File: config.mk
export PLATFORM = sky130hd
export DESIGN_NAME = dds_sweep_ctrl
export DESIGN_NICKNAME = d
export VERILOG_FILES = /design/src/rtl/dds_pkg.sv /design/src/rtl/dds_sweep_ctrl.sv
export SDC_FILE = /design/constraint.sdc
export NUM_CORES = 1
export LEC_CHECK = 0
export BUFFER_PORTS_ARGS = -buffer_cell sky130_fd_sc_hd__buf_4
export CAP_MARGIN = 40
export CORE_MARGIN = 2
export CORE_UTILIZATION = 45
export CTS_CLUSTER_DIAMETER = 30
export DETAILED_ROUTE_END_ITERATION = 8
export GPL_ROUTABILITY_DRIVEN = 0
export PLACE_DENSITY = 0.76
export REMOVE_ABC_BUFFERS = 1
export SYNTH_ARGS = -nofsm -noshare
export SYNTH_HDL_FRONTEND = slang
export SYNTH_SLANG_ARGS = --single-unit
export TNS_END_PERCENT = 1
File: constraint.sdc
create_clock -name clk -period 3.4 [get_ports clk]
set_input_delay 0.17 -clock clk [delete_from_list [all_inputs] [get_ports clk]]
set_output_delay 0.17 -clock clk [all_outputs]
set_load 0.01 [all_outputs]
File: src/rtl/dds_pkg.sv
// dds_pkg: types and constants shared by the sweep controller and the DDS core.
//   sweep_state_e : sweep controller states (DOWN is only reachable when the
//                   controller is built with DDS_SWEEP_TRI_EN)
//   DDS_PW_DEF    : default phase/frequency word width
//   tuning_word_t : signed tuning word at the default width
package dds_pkg;

  localparam int DDS_PW_DEF = 32;

  typedef enum logic [1:0] {
    IDLE = 2'd0,
    RUN  = 2'd1,
    DOWN = 2'd2,
    FIN  = 2'd3
  } sweep_state_e;

  typedef logic signed [DDS_PW_DEF-1:0] tuning_word_t;

endpackage

File: src/rtl/dds_sweep_ctrl.sv
// dds_sweep_ctrl: stepped linear frequency-sweep controller driving a DDS core.
//
// On an accepted start (IDLE only) the configuration is latched and the
// controller presents f_start, f_start+f_step, ... for dwell+1 cycles each,
// covering n_steps+1 frequencies, then pulses done for one cycle.
//
// Ports:
//   clk       system clock
//   rst       asynchronous active-low reset
//   start     one-cycle sweep request, honoured only in IDLE
//   abort     return to IDLE from any state (wins over start)
//   tri_mode  (DDS_SWEEP_TRI_EN only) triangle sweep: ramp back down to
//             f_start after the peak, latched at start
//   f_start   signed start tuning word
//   f_step    signed per-step increment (negative = down-sweep)
//   n_steps   number of increments
//   dwell     cycles per frequency minus 1
//   ph_ofs    signed phase offset, latched at start
//   freq      tuning word to the DDS
//   phase     phase offset to the DDS
//   dds_en    DDS enable, identical to busy
//   busy      sweep in progress
//   done      one-cycle pulse on normal completion
//   step_idx  current frequency index
//
// Build option: define DDS_SWEEP_TRI_EN to add the tri_mode input and the
// DOWN state.
//
// state | meaning
// ------+------------------------------------------------------------
// IDLE  | waiting for start; outputs hold last values
// RUN   | up-ramp: dwell on each frequency, then step by +f_step
// DOWN  | down-ramp after the peak (triangle mode only)
// FIN   | done pulse cycle; freq/phase/step_idx hold final values
module dds_sweep_ctrl
  import dds_pkg::*;
#(
  parameter int PW = DDS_PW_DEF,
  parameter int NW = 16
) (
  input  logic                 clk,
  input  logic                 rst,
  input  logic                 start,
  input  logic                 abort,
`ifdef DDS_SWEEP_TRI_EN
  input  logic                 tri_mode,
`endif
  input  logic signed [PW-1:0] f_start,
  input  logic signed [PW-1:0] f_step,
  input  logic        [NW-1:0] n_steps,
  input  logic        [NW-1:0] dwell,
  input  logic signed [PW-1:0] ph_ofs,
  output logic signed [PW-1:0] freq,
  output logic signed [PW-1:0] phase,
  output logic                 dds_en,
  output logic                 busy,
  output logic                 done,
  output logic        [NW-1:0] step_idx
);

  localparam logic [NW-1:0] ONE_NW = NW'(1);

  sweep_state_e        state_q, state_d;
  logic signed [PW-1:0] freq_q, freq_d;
  logic signed [PW-1:0] phase_q, phase_d;
  logic signed [PW-1:0] f_step_q, f_step_d;
  logic        [NW-1:0] step_idx_q, step_idx_d;
  logic        [NW-1:0] dwell_cnt_q, dwell_cnt_d;
  logic        [NW-1:0] n_steps_q, n_steps_d;
  logic        [NW-1:0] dwell_q, dwell_d;
  logic                 busy_q, busy_d;
  logic                 done_q, done_d;
`ifdef DDS_SWEEP_TRI_EN
  logic                 tri_q, tri_d;
`endif

  always_comb begin
    state_d     = state_q;
    freq_d      = freq_q;
    phase_d     = phase_q;
    f_step_d    = f_step_q;
    step_idx_d  = step_idx_q;
    dwell_cnt_d = dwell_cnt_q;
    n_steps_d   = n_steps_q;
    dwell_d     = dwell_q;
    busy_d      = busy_q;
    done_d      = 1'b0;
`ifdef DDS_SWEEP_TRI_EN
    tri_d       = tri_q;
`endif

    if (abort) begin
      // phase deliberately keeps its value across an abort
      state_d     = IDLE;
      busy_d      = 1'b0;
      freq_d      = '0;
      step_idx_d  = '0;
      dwell_cnt_d = '0;
    end else begin
      case (state_q)
        IDLE: begin
          if (start) begin
            state_d     = RUN;
            freq_d      = f_start;
            phase_d     = ph_ofs;
            f_step_d    = f_step;
            n_steps_d   = n_steps;
            dwell_d     = dwell;
            step_idx_d  = '0;
            dwell_cnt_d = '0;
            busy_d      = 1'b1;
`ifdef DDS_SWEEP_TRI_EN
            tri_d       = tri_mode;
`endif
          end
        end

        RUN: begin
          if (dwell_cnt_q != dwell_q) begin
            dwell_cnt_d = dwell_cnt_q + ONE_NW;
          end else if (step_idx_q == n_steps_q) begin
`ifdef DDS_SWEEP_TRI_EN
            // with n_steps=0 the peak is also the start point, so no ramp down
            if (tri_q && (n_steps_q != '0)) begin
              state_d     = DOWN;
              freq_d      = freq_q - f_step_q;
              step_idx_d  = step_idx_q - ONE_NW;
              dwell_cnt_d = '0;
            end else
`endif
            begin
              state_d = FIN;
              busy_d  = 1'b0;
              done_d  = 1'b1;
            end
          end else begin
            freq_d      = freq_q + f_step_q;
            step_idx_d  = step_idx_q + ONE_NW;
            dwell_cnt_d = '0;
          end
        end

`ifdef DDS_SWEEP_TRI_EN
        DOWN: begin
          if (dwell_cnt_q != dwell_q) begin
            dwell_cnt_d = dwell_cnt_q + ONE_NW;
          end else if (step_idx_q == '0) begin
            state_d = FIN;
            busy_d  = 1'b0;
            done_d  = 1'b1;
          end else begin
            freq_d      = freq_q - f_step_q;
            step_idx_d  = step_idx_q - ONE_NW;
            dwell_cnt_d = '0;
          end
        end
`endif

        FIN: begin
          state_d = IDLE;
        end

        default: begin
          state_d = IDLE;
          busy_d  = 1'b0;
        end
      endcase
    end
  end

  always_ff @(posedge clk or negedge rst) begin
    if (!rst) begin
      state_q     <= IDLE;
      freq_q      <= '0;
      phase_q     <= '0;
      f_step_q    <= '0;
      step_idx_q  <= '0;
      dwell_cnt_q <= '0;
      n_steps_q   <= '0;
      dwell_q     <= '0;
      busy_q      <= 1'b0;
      done_q      <= 1'b0;
`ifdef DDS_SWEEP_TRI_EN
      tri_q       <= 1'b0;
`endif
    end else begin
      state_q     <= state_d;
      freq_q      <= freq_d;
      phase_q     <= phase_d;
      f_step_q    <= f_step_d;
      step_idx_q  <= step_idx_d;
      dwell_cnt_q <= dwell_cnt_d;
      n_steps_q   <= n_steps_d;
      dwell_q     <= dwell_d;
      busy_q      <= busy_d;
      done_q      <= done_d;
`ifdef DDS_SWEEP_TRI_EN
      tri_q       <= tri_d;
`endif
    end
  end

  assign freq     = freq_q;
  assign phase    = phase_q;
  assign busy     = busy_q;
  assign dds_en   = busy_q;
  assign done     = done_q;
  assign step_idx = step_idx_q;

endmodule

==> impl_metrics.ini <==
[status]
run_status = finished, final reports clean

[power_and_ir_drop]
totalPowerFinal_mw = 5.77
clockPowerShare_pct = 36.0
combPwrFrac_pct = 23.5
power_report.internal_total_mw = 4.05
netSwitchingPower_mw = 1.73
power.share.switching_pct = 29.9
share_seq_of_total_power_pct = 40.5
worst_supply_voltage_drop_on_vdd_mv = 0.319
leakage_power_nw = 6.32
power_density_mw_per_mm2 = 466

[synth]
netlist.area_leader.share_pct = 46.6
cell_type_contributing_the_most_total_cell_area_after_synthesis = sky130_fd_sc_hd__dfrtp_1
ys_ff_latch = 164
yosys.cell_types.count = 66
yosysMostFrequentCell = sky130_fd_sc_hd__nand2_1
synth.yosys.seq_area_share_pct = 46.6
synth.top_cells.by_area = sky130_fd_sc_hd__dfrtp_1 47%, sky130_fd_sc_hd__nand2_1 14%, sky130_fd_sc_hd__xor2_1 5.8%
synth_edf_count = 0
avgSynthCellArea_um2 = 8.78
asyncSetResetFlopFracSynth_pct = 100
yosys_warnings = 0
syn_area_mm2 = 0.00881
ys_dominant_reg_cell = sky130_fd_sc_hd__dfrtp_1
synthCells = 1004
netlist_top_cells_count = 340 x sky130_fd_sc_hd__nand2_1, 164 x sky130_fd_sc_hd__dfrtp_1, 60 x sky130_fd_sc_hd__nor2_1

[floorplanning]
floorplan.rows = 51
core_area_mm2 = 0.0193
top_level_ports = 215
die_h_um = 144
fp.dieArea_mm2 = 0.0207
die_w_um = 144
initial_core_utilization_pct = 45.6

[setup_path]
timing.critical_path.arrival_ps = 3310
timing.setup.critical_path_class = reg2reg
crit_fanout = 5
worst_ep_required_time_ps = 3710
crit_path_start_kind = register
crit_end_element = register

[clock_network]
cts_tree = done
h-tree-depth = 4
cts_sinks = 164
clock_tree.root_cell = sky130_fd_sc_hd__clkbuf_16
tritoncts.num_buffers = 17
cts.clk_slew.worst_paths_ps = 70
number_of_buffers_inserted_by_post_cts_setup_repair = 0
post_cts.resized_instances = 0
clock_tree.buffer_depth = 2
worst_skew_pair.late_latency_ps = 420

[sta]
maxClockFrequency_mhz = 333
post-route-min-period_ps = 3000
finalHoldWorstSlack_ps = 4.28
finalSetupViolations = 0
worst_pin_slew_ps = 769
final.period_utilization_pct = 88.3
timing_hold_violations_final = 0
grt_setup_unrepaired = no
fin_tns_setup_ps = 0
drv_slew = 0
timing.slew.headroom_pct = 48.7
skew_ps = 8.53

[drt]
via_per_inst = 5.16
routed_wire_length_per_instance_um = 15.7
num_vias = 8181
route.detailed.drc = 0
wl_met1_um = 10600
met2_wirelength_um = 12300
first_pass_iters = 5
dr.max_layer_used = met4
drtIter0Drc = 522
ant_nets = 0
drt_wl_total_um = 24900
met3WireLength_um = 1490

[cells_and_area]
filler_cell_count = 1583
final_net_count = 1474
num_antenna_cells = 0
syn2layout_area_growth_pct = 40.5
final_layout_size_suffix_gt1_share_pct = 21.2

[placed_design]
detailed_placement_hpwl_um = 16600
portBuffers = 214

[grt]
grt_max_degree = 83
grt_first_pass_wirelength_um = 40100
grtUsageTotal_pct = 24.4
number_of_antenna_violations_at_the_first_check_in_global_routing = 0
globalRoute.totalOverflow = 0
first_global_vias = 8263

[min_path]
hp-class = in2reg

[run]
timing.max_cap.violations = 0
cell type report:
cell class,count,area [µm²],share of cell area [%]
Clock buffer,21,470,3.80
Clock inverter,11,161,1.30
Inverter,14,52.6,0.424
Multi-Input combinational cell,779,4490,36.3
Sequential cell,164,4100,33.1
Tap cell,265,332,2.68
Timing Repair Buffer,332,2770,22.4
cells by family (layout without fill, tap and decap cells):
group / count (synthesis) / in the layout / share of synthesized area (%)
AND/OR/NAND/NOR: 484 / 484 / 23.0
adder cells (fa/ha/maj): 34 / 34 / 4.91
AO/OA/AOI/OAI: 174 / 174 / 14.0
flip-flops: 164 / 164 / 46.6
buffers and inverters: 61 / 378 / 2.70
XOR/XNOR: 80 / 80 / 7.95
multiplexers: 7 / 7 / 0.795
registers in the layout, summed over array words and instances (netlist names):
| signal | count |
|---|---|
| f_step_q | 32 |
| freq | 32 |
| phase | 32 |
| dwell_cnt_q | 16 |
| dwell_q | 16 |
| n_steps_q | 16 |
| step_idx | 16 |
| state_q | 2 |
| busy | 1 |
| done | 1 |
cell usage in the layout (no fill, tap or decap), drive strengths merged, types with 2 or more instances in the layout:
master | netlist | layout
a32oi | 5 | 5
nand2 | 341 | 341
inv | 14 | 20
o41ai | 2 | 2
o311ai | 3 | 3
mux2i | 7 | 7
bufinv | 0 | 3
xnor2 | 22 | 22
or3 | 4 | 4
a41oi | 2 | 2
nand4 | 16 | 16
dfrtp | 164 | 164
a21o | 15 | 15
and3 | 3 | 3
o211ai | 4 | 4
nor4 | 8 | 8
a31oi | 5 | 5
and2 | 2 | 2
nand3 | 20 | 20
o21a | 2 | 2
nor3 | 13 | 13
nor2 | 61 | 61
buf | 8 | 226
dlygate4sd3 | 0 | 106
nor2b | 6 | 6
o21ai | 47 | 47
a21oi | 38 | 38
and4 | 3 | 3
a211oi | 6 | 6
a22oi | 7 | 7
o31ai | 13 | 13
a22o | 8 | 8
o21bai | 7 | 7
ha | 33 | 33
a221oi | 2 | 2
nand2b | 4 | 4
clkbuf | 39 | 21
xor2 | 58 | 58
worst max-delay path: stages, from the launching register on:
cell and delay, ps:
sky130_fd_sc_hd__dfrtp_1 400, sky130_fd_sc_hd__ha_1 260, sky130_fd_sc_hd__fa_1 430, sky130_fd_sc_hd__a211oi_1 340
sky130_fd_sc_hd__o21ai_2 130, sky130_fd_sc_hd__o21ai_1 360, sky130_fd_sc_hd__a21oi_1 140, sky130_fd_sc_hd__o21ai_0 310
sky130_fd_sc_hd__mux2i_1 220, sky130_fd_sc_hd__nand3_1 90, sky130_fd_sc_hd__a22o_1 210
metal layers:
| layer | up-vias | global-route usage, % |
|---|---|---|
| met2 | 246 | 41.8 |
| li1 | 4000 | - |
| met3 | 35 | 5.93 |
| met1 | 3900 | 30.6 |
| met5 | - | 0 |
| met4 | 0 | 7.02 |
power groups by stage:
stage               Combinational, mW  Sequential (mW)  Clock [mW]
floorplan                       0.725             2.37           0
global placement                 1.22             2.36           0
detailed placement               1.25             2.36           0
CTS                              1.35             2.34        2.11
global route                     1.51             2.36        2.20
finish                           1.36             2.34        2.08
stage by stage:
stage          instances  instance area [µm²]  setup slack, ps  util [%]
5_1_grt             1586                12400              158      64.0
6_report            1586                12400              396      64.0
3_3_place_gp        1448                10700              558      55.3
4_1_cts             1586                12400              390      64.0
3_5_place_dp        1448                10700              400      55.3
2_1_floorplan        957                 8630            -3360         -
final timing paths:
check                                       from                       end  slack, ps  cells past startpoint
setup / recovery             freq[0]$_DFFE_PN0P_      freq[18]$_DFFE_PN0P_        400                     10
min in group asynchronous                    rst  f_step_q[11]$_DFFE_PN0P_        380                      2
setup reg to reg             freq[0]$_DFFE_PN0P_      freq[18]$_DFFE_PN0P_        400                     10
hold / removal                         f_step[0]   f_step_q[0]$_DFFE_PN0P_          4                      3
max in group asynchronous                    rst  step_idx[13]$_DFFE_PN0P_       2220                      3
hold reg to reg            phase[15]$_DFFE_PN0P_     phase[15]$_DFFE_PN0P_        470                      2
what timing repair did:
action                     in CTS  in global routing
hold endpoints to repair      184                  0
hold buffers                  106                  0
setup endpoints to repair       0                  0
No activity file was read; power rests on OpenSTA's default activity.
